File: src/rtl/briey_program_loader.sv
// briey_program_loader
//
// Drives the Briey on-chip RAM reload port (program_load_*) for the host.
// A load command (base byte address, line count) is checked for legality.
// Each 512-bit host beat is then written as one 64 B line through an
// address/data handshake pair. After the last line the reload enable is
// dropped. core_run is raised after RELEASE_CYCLES idle cycles, and the load
// is then closed with a one-cycle done pulse. The block lives entirely in the
// axi4_mm_clk domain.
//
// Optional build macro: LOADER_CHECKSUM_EN adds a 32-bit XOR-fold checksum
// output covering every captured line of the current load.
//
// Ports:
//   axi4_mm_clk, axi4_mm_rst_n      clock, async active-low reset
//   cmd_start/base_addr/num_lines   load command (single-cycle strobe)
//   busy, done, err                 status (done = 1-cycle pulse, err sticky)
//   s_valid/s_ready/s_data          host line stream
//   program_load_en                 RAM reload enable
//   program_load_aw_*               line address channel
//   program_load_w_*                line data channel (strb always all-ones)
//   core_run                        core release
//   fsm_state                       debug view of the controller state
//   checksum                        (LOADER_CHECKSUM_EN only) XOR-fold of data
//
// Handshake rule for every valid/ready pair here: a transfer happens on a
// rising clock edge where valid and ready are both high. Once valid is raised,
// it and its payload stay unchanged until that transfer. Valid never waits on
// ready.
module briey_program_loader #(
  parameter int ADDR_W         = 15,
  parameter int CNT_W          = 10,
  parameter int RELEASE_CYCLES = 4
) (
  input  logic              axi4_mm_clk,
  input  logic              axi4_mm_rst_n,
  input  logic              cmd_start,
  input  logic [ADDR_W-1:0] cmd_base_addr,
  input  logic [CNT_W-1:0]  cmd_num_lines,
  output logic              busy,
  output logic              done,
  output logic              err,
  input  logic              s_valid,
  output logic              s_ready,
  input  logic [511:0]      s_data,
  output logic              program_load_en,
  output logic              program_load_aw_valid,
  input  logic              program_load_aw_ready,
  output logic [ADDR_W-1:0] program_load_aw_payload_addr,
  output logic              program_load_w_valid,
  input  logic              program_load_w_ready,
  output logic [511:0]      program_load_w_payload_data,
  output logic [63:0]       program_load_w_payload_strb,
`ifdef LOADER_CHECKSUM_EN
  output logic [31:0]       checksum,
`endif
  output logic              core_run,
  output logic [1:0]        fsm_state
);

  localparam logic [1:0] ST_IDLE    = 2'd0;
  localparam logic [1:0] ST_FETCH   = 2'd1;
  localparam logic [1:0] ST_ISSUE   = 2'd2;
  localparam logic [1:0] ST_RELEASE = 2'd3;

  // End-of-load address is computed wide enough that it can never wrap.
  localparam int              SUM_W     = ADDR_W + CNT_W + 1;
  localparam logic [SUM_W-1:0] ADDR_SPAN = SUM_W'(1) << ADDR_W;

  // RELEASE timeline, counted from the first RELEASE cycle:
  // core_run rises, then done pulses, then busy drops on the next cycle.
  localparam logic [4:0] REL_RUN  = 5'(RELEASE_CYCLES - 1);
  localparam logic [4:0] REL_DONE = 5'(RELEASE_CYCLES);
  localparam logic [4:0] REL_END  = 5'(RELEASE_CYCLES + 1);

  logic [1:0]       state;
  logic [CNT_W-1:0] remaining;
  logic             aw_done;
  logic             w_done;
  logic [4:0]       rel_cnt;

  logic [SUM_W-1:0] cmd_end;
  logic             cmd_illegal;
  logic             aw_hs;
  logic             w_hs;
  logic             aw_fin;
  logic             w_fin;

  assign cmd_end     = SUM_W'(cmd_base_addr) + (SUM_W'(cmd_num_lines) << 6);
  assign cmd_illegal = (cmd_num_lines == '0) || (cmd_base_addr[5:0] != 6'd0) ||
                       (cmd_end > ADDR_SPAN);

  assign aw_hs  = program_load_aw_valid && program_load_aw_ready;
  assign w_hs   = program_load_w_valid && program_load_w_ready;
  // A channel is finished if it completed earlier or completes this cycle.
  assign aw_fin = aw_done || aw_hs;
  assign w_fin  = w_done || w_hs;

  assign s_ready                     = (state == ST_FETCH);
  assign program_load_w_payload_strb = '1;
  assign fsm_state                   = state;

`ifdef LOADER_CHECKSUM_EN
  function automatic logic [31:0] fold_words(input logic [511:0] d);
    logic [31:0] acc;
    acc = '0;
    for (int i = 0; i < 16; i++) acc ^= d[i*32 +: 32];
    return acc;
  endfunction
`endif

  always_ff @(posedge axi4_mm_clk or negedge axi4_mm_rst_n) begin
    if (!axi4_mm_rst_n) begin
      state                        <= ST_IDLE;
      busy                         <= 1'b0;
      done                         <= 1'b0;
      err                          <= 1'b0;
      program_load_en              <= 1'b0;
      program_load_aw_valid        <= 1'b0;
      program_load_w_valid         <= 1'b0;
      program_load_aw_payload_addr <= '0;
      program_load_w_payload_data  <= '0;
      remaining                    <= '0;
      aw_done                      <= 1'b0;
      w_done                       <= 1'b0;
      rel_cnt                      <= '0;
      core_run                     <= 1'b0;
`ifdef LOADER_CHECKSUM_EN
      checksum                     <= '0;
`endif
    end else begin
      done <= 1'b0;
      case (state)
        ST_IDLE: begin
          if (cmd_start) begin
            if (cmd_illegal) begin
              err <= 1'b1;
            end else begin
              err                          <= 1'b0;
              program_load_aw_payload_addr <= cmd_base_addr;
              remaining                    <= cmd_num_lines;
              busy                         <= 1'b1;
              core_run                     <= 1'b0;
              program_load_en              <= 1'b1;
              state                        <= ST_FETCH;
`ifdef LOADER_CHECKSUM_EN
              checksum                     <= '0;
`endif
            end
          end
        end
        ST_FETCH: begin
          if (s_valid) begin
            program_load_w_payload_data <= s_data;
            program_load_aw_valid       <= 1'b1;
            program_load_w_valid        <= 1'b1;
            aw_done                     <= 1'b0;
            w_done                      <= 1'b0;
            state                       <= ST_ISSUE;
`ifdef LOADER_CHECKSUM_EN
            checksum                    <= checksum ^ fold_words(s_data);
`endif
          end
        end
        ST_ISSUE: begin
          if (aw_hs) begin
            program_load_aw_valid <= 1'b0;
            aw_done               <= 1'b1;
          end
          if (w_hs) begin
            program_load_w_valid <= 1'b0;
            w_done               <= 1'b1;
          end
          if (aw_fin && w_fin) begin
            // Both valids are low from here on, so moving the address is safe.
            program_load_aw_payload_addr <= program_load_aw_payload_addr + ADDR_W'(64);
            remaining                    <= remaining - CNT_W'(1);
            aw_done                      <= 1'b0;
            w_done                       <= 1'b0;
            if (remaining == CNT_W'(1)) begin
              program_load_en <= 1'b0;
              rel_cnt         <= '0;
              state           <= ST_RELEASE;
            end else begin
              state <= ST_FETCH;
            end
          end
        end
        ST_RELEASE: begin
          rel_cnt <= rel_cnt + 5'd1;
          if (rel_cnt == REL_RUN)  core_run <= 1'b1;
          if (rel_cnt == REL_DONE) done     <= 1'b1;
          if (rel_cnt == REL_END) begin
            busy  <= 1'b0;
            state <= ST_IDLE;
          end
        end
        default: state <= ST_IDLE;
      endcase
    end
  end

endmodule

File: config.mk
export PLATFORM = sky130hd
export DESIGN_NAME = briey_program_loader
export DESIGN_NICKNAME = d
export VERILOG_FILES = /design/src/rtl/briey_program_loader.sv
export SDC_FILE = /design/constraint.sdc
export NUM_CORES = 1
export LEC_CHECK = 0
export CORE_AREA = 5 5 442 444
export CTS_CLUSTER_SIZE = 30
export DETAILED_ROUTE_END_ITERATION = 16
export DIE_AREA = 0 0 447 449
export PLACE_DENSITY_LB_ADDON = 0.25
export SETUP_SLACK_MARGIN = 0.5
export SLEW_MARGIN = 25
export SYNTH_ARGS = -nofsm -noshare
export SYNTH_HDL_FRONTEND = slang
export SYNTH_SLANG_ARGS = --single-unit
export TNS_END_PERCENT = 30
File: constraint.sdc
create_clock -name axi4_mm_clk -period 2.9 [get_ports axi4_mm_clk]
set_clock_uncertainty 0.15 [all_clocks]
set_input_delay 0.58 -clock axi4_mm_clk [delete_from_list [all_inputs] [get_ports axi4_mm_clk]]
set_output_delay 0.58 -clock axi4_mm_clk [all_outputs]
set_load 0.02 [all_outputs]
==> impl_metrics.tcl <==
set metrics [dict create \
    cts_root_buf "clkbuf_16" \
    critPathKind "reg -> out" \
    path_buf_inv 1 \
    die_x_um 447 \
    routed_wl_um 122000 \
    crit_chain "clkdlybuf4s50_1" \
    dp_cells 5087 \
    ff2ff_path_depth 8 \
    hp-class "in -> reg" \
    num_io_pins 1144 \
    antenna_found_initial 62 \
    chipHeight_um 449 \
    grt_pass1_vias 18300 \
    worst_pin_slew_ns 0.715 \
    clock_latency_ns 0.68 \
    fmax_mhz 410 \
    relSlewSlack_pct 52.2 \
    reg2reg_from "remaining[4]" \
    top_usage_layer "met2" \
    yosys-top-cells-count "dfrtp_1 (553), mux2_2 (513), buf_4 (65)" \
    grt_max_degree 82 \
    synth_cell_types 62 \
    synth.most_common_cell "dfrtp_1" \
    leakage_uw 0.0197 \
    yosys.area_share.simple_pct 2.88 \
    fin_crit_sh_pct 84.1 \
    crit_arrival_ns 1.71 \
    drive_above_1_share_pct 30.9 \
    gp_congestion 0.820 \
    hold-path-endpoint "remaining[3]" \
    overflow 0 \
    vias 16900 \
    synth_xor_area_share_pct 0.279 \
    yosysTopAreaCellShare_pct 63.0 \
    setup_viol 0 \
    ir_drop_mv 0.398 \
    drt-initial-drc-count 687 \
    synth_top_family_by_area "multiplexers" \
    nNetsFinal 3213 \
    power_density_nw_per_um2 518 \
    path_max_fanout 2 \
    finalSetupTns_ns 0 \
    gr-usage-all-layers_pct 11.8 \
    max-cap-violations 0 \
    status "finished, final reports clean" \
    grt_util_met3_pct 3.57 \
    crit_path_start_kind "register" \
    dp_hpwl_um 99600 \
    synth_area_um2 22000 \
    ys_warn_count 0 \
    synth_fa_ha_area_share_pct 0.946 \
    initial_core_util_pct 11.5 \
    grt_pass1_wl_um 163000 \
    grtUsageMet2_pct 21.2 \
    cts_tree "done" \
    cp_top_family "buffers and inverters" \
    ys_ff_latch 553 \
    synth_area_leaders "dfrtp_1 (63%), mux2_2 (26%), buf_4 (2.2%)" \
    synth_cells 1456 \
    clockBufferDepth 3 \
    cpMaxStageDelayCell "clkdlybuf4s50_1" \
    clock-sinks 553 \
    core_um2 191000 \
    drcViolationCount 0 \
    dieArea_um2 201000 \
    synth_top_area_cell "dfrtp_1" \
    synthMuxAreaShare_pct 26.4 \
    use_met1_pct 13.5 \
    htreeDepth 3 \
    fin_cells 5270 \
    cp-end-kind "output pin" \
    dr.pass1.iters 5 \
    synth-edff-count 0 \
    ys.flop_type "dfrtp_1" \
    critPathMaxStageDelay_ns 0.64 \
    synth_compound_area_share_pct 2.79 \
    r2r_slack_ns 0.66 \
    wl_per_cell_um 23.1 \
    period_minus_slack_ns 2.44 \
    ant_nets 0 \
    holdWs_ns 0.0725 \
    timing.rr.end "rel_cnt[4]" \
    seq_area_frac_synth_pct 63.0 \
    crit_required_ns 2.17 \
    fp-row-count 161 \
    finalHoldViolCount 0 \
    whs_path_depth 3 \
    rsz0062_at_grt "yes" \
    via_per_inst 3.21 \
    cts_buffers 76 \
    clkSlewWorstSetupHoldPaths_ns 0.06 \
    synthArstFlopShare_pct 100 \
    syn2layout_area_growth_pct 80.2 \
    hp-start "cmd_num_lines[3]" \
    slew_violations 0 \
    synth_area_per_cell_um2 15.1 \
    io_buffers 1079 \
]
[state kept, by name, indices dropped and copies added, names as in the netlist]
signal                        cells
done                              1
fsm_state                         2
program_load_w_valid              1
rel_cnt                           5
program_load_w_payload_data     512
err                               1
w_done                            1
core_run                          1
program_load_aw_valid             1
remaining                        10
program_load_aw_payload_addr     15
aw_done                           1
busy                              1
program_load_en                   1
[cell type report]
type                       count  area, um^2
antenna                       32        80.1
clock buffer                 114        2170
clock inverter                22         332
fill                       20700      152000
inverter                      17        63.8
multi-input combinational    820        7880
sequential                   553       13800
tap                         2526        3160
timing repair buffer        1186       12000
[cell families after synthesis]
group                      after synthesis
DFF                                    553
and+or+nand+nor                        130
muxes                                  515
xor gates and xnor gates                 7
other                                    1
buffers and inverters                  146
adders and majority gates               16
AOI/OAI and AO/OA                       88
[routing by layer]
metal	vias up	share of wire, %
li1	7478	-
met1	8687	39
met2	573	52
met3	171	7.1
met4	24	1.9
met5	-	0.12
[cell usage in the layout (no fill, tap or decap), types with 32 or more instances in the layout]
cell             synthesis  routed
diode_2                  0      32
nand2_1                 46      44
buf_4                   65      79
dlymetal6s2s_1           0      98
mux2_2                 513     512
clkbuf_16                0      77
conb_1                   1      64
dlygate4sd2_1            0     100
clkdlybuf4s50_1          0     823
dfrtp_1                553     545
[per-stage QoR]
| step | area (um^2) | util, % | power [uW] | setup WS, ns |
|---|---|---|---|---|
| floorplan | 22300 | - | 9180 | 0.115 |
| CTS | 39000 | 20.4 | 21000 | 0.246 |
| detailed placement | 36400 | 19.0 | 11100 | -0.875 |
| global route | 39500 | 20.7 | 21400 | 0.370 |
| finish | 39600 | 20.7 | 20500 | 0.462 |
| global placement | 36400 | 19.0 | 11100 | -0.857 |
[repair_timing]
item	in CTS	in global routing
hold buffers	1	0
buffers inserted	3	10
endpoints found under the hold margin	26	0
pin swaps	14	25
resized for setup	288	158
endpoints found under the setup margin	568	431
gates cloned	0	1
[power by group]
part           internal [uW]  leakage [uW]  switching [uW]
Combinational           1410        0.0109            1280
Clock                   5600       0.00121            3980
Sequential              8000       0.00762             209
[how the worst max path moves through the flow]
stage / from / end / depth (start not counted)
4_1_cts: fsm_state[1] / fsm_state[1] / 2
6_report: program_load_w_payload_data[160] / program_load_w_payload_data[160] / 1
5_1_grt: cmd_num_lines[0] / remaining[9] / 15
3_3_place_gp: cmd_num_lines[1] / fsm_state[0] / 12
3_5_place_dp: cmd_num_lines[1] / fsm_state[0] / 12
2_1_floorplan: cmd_base_addr[6] / remaining[2] / 12
No activity file was read; power rests on OpenSTA's default activity.
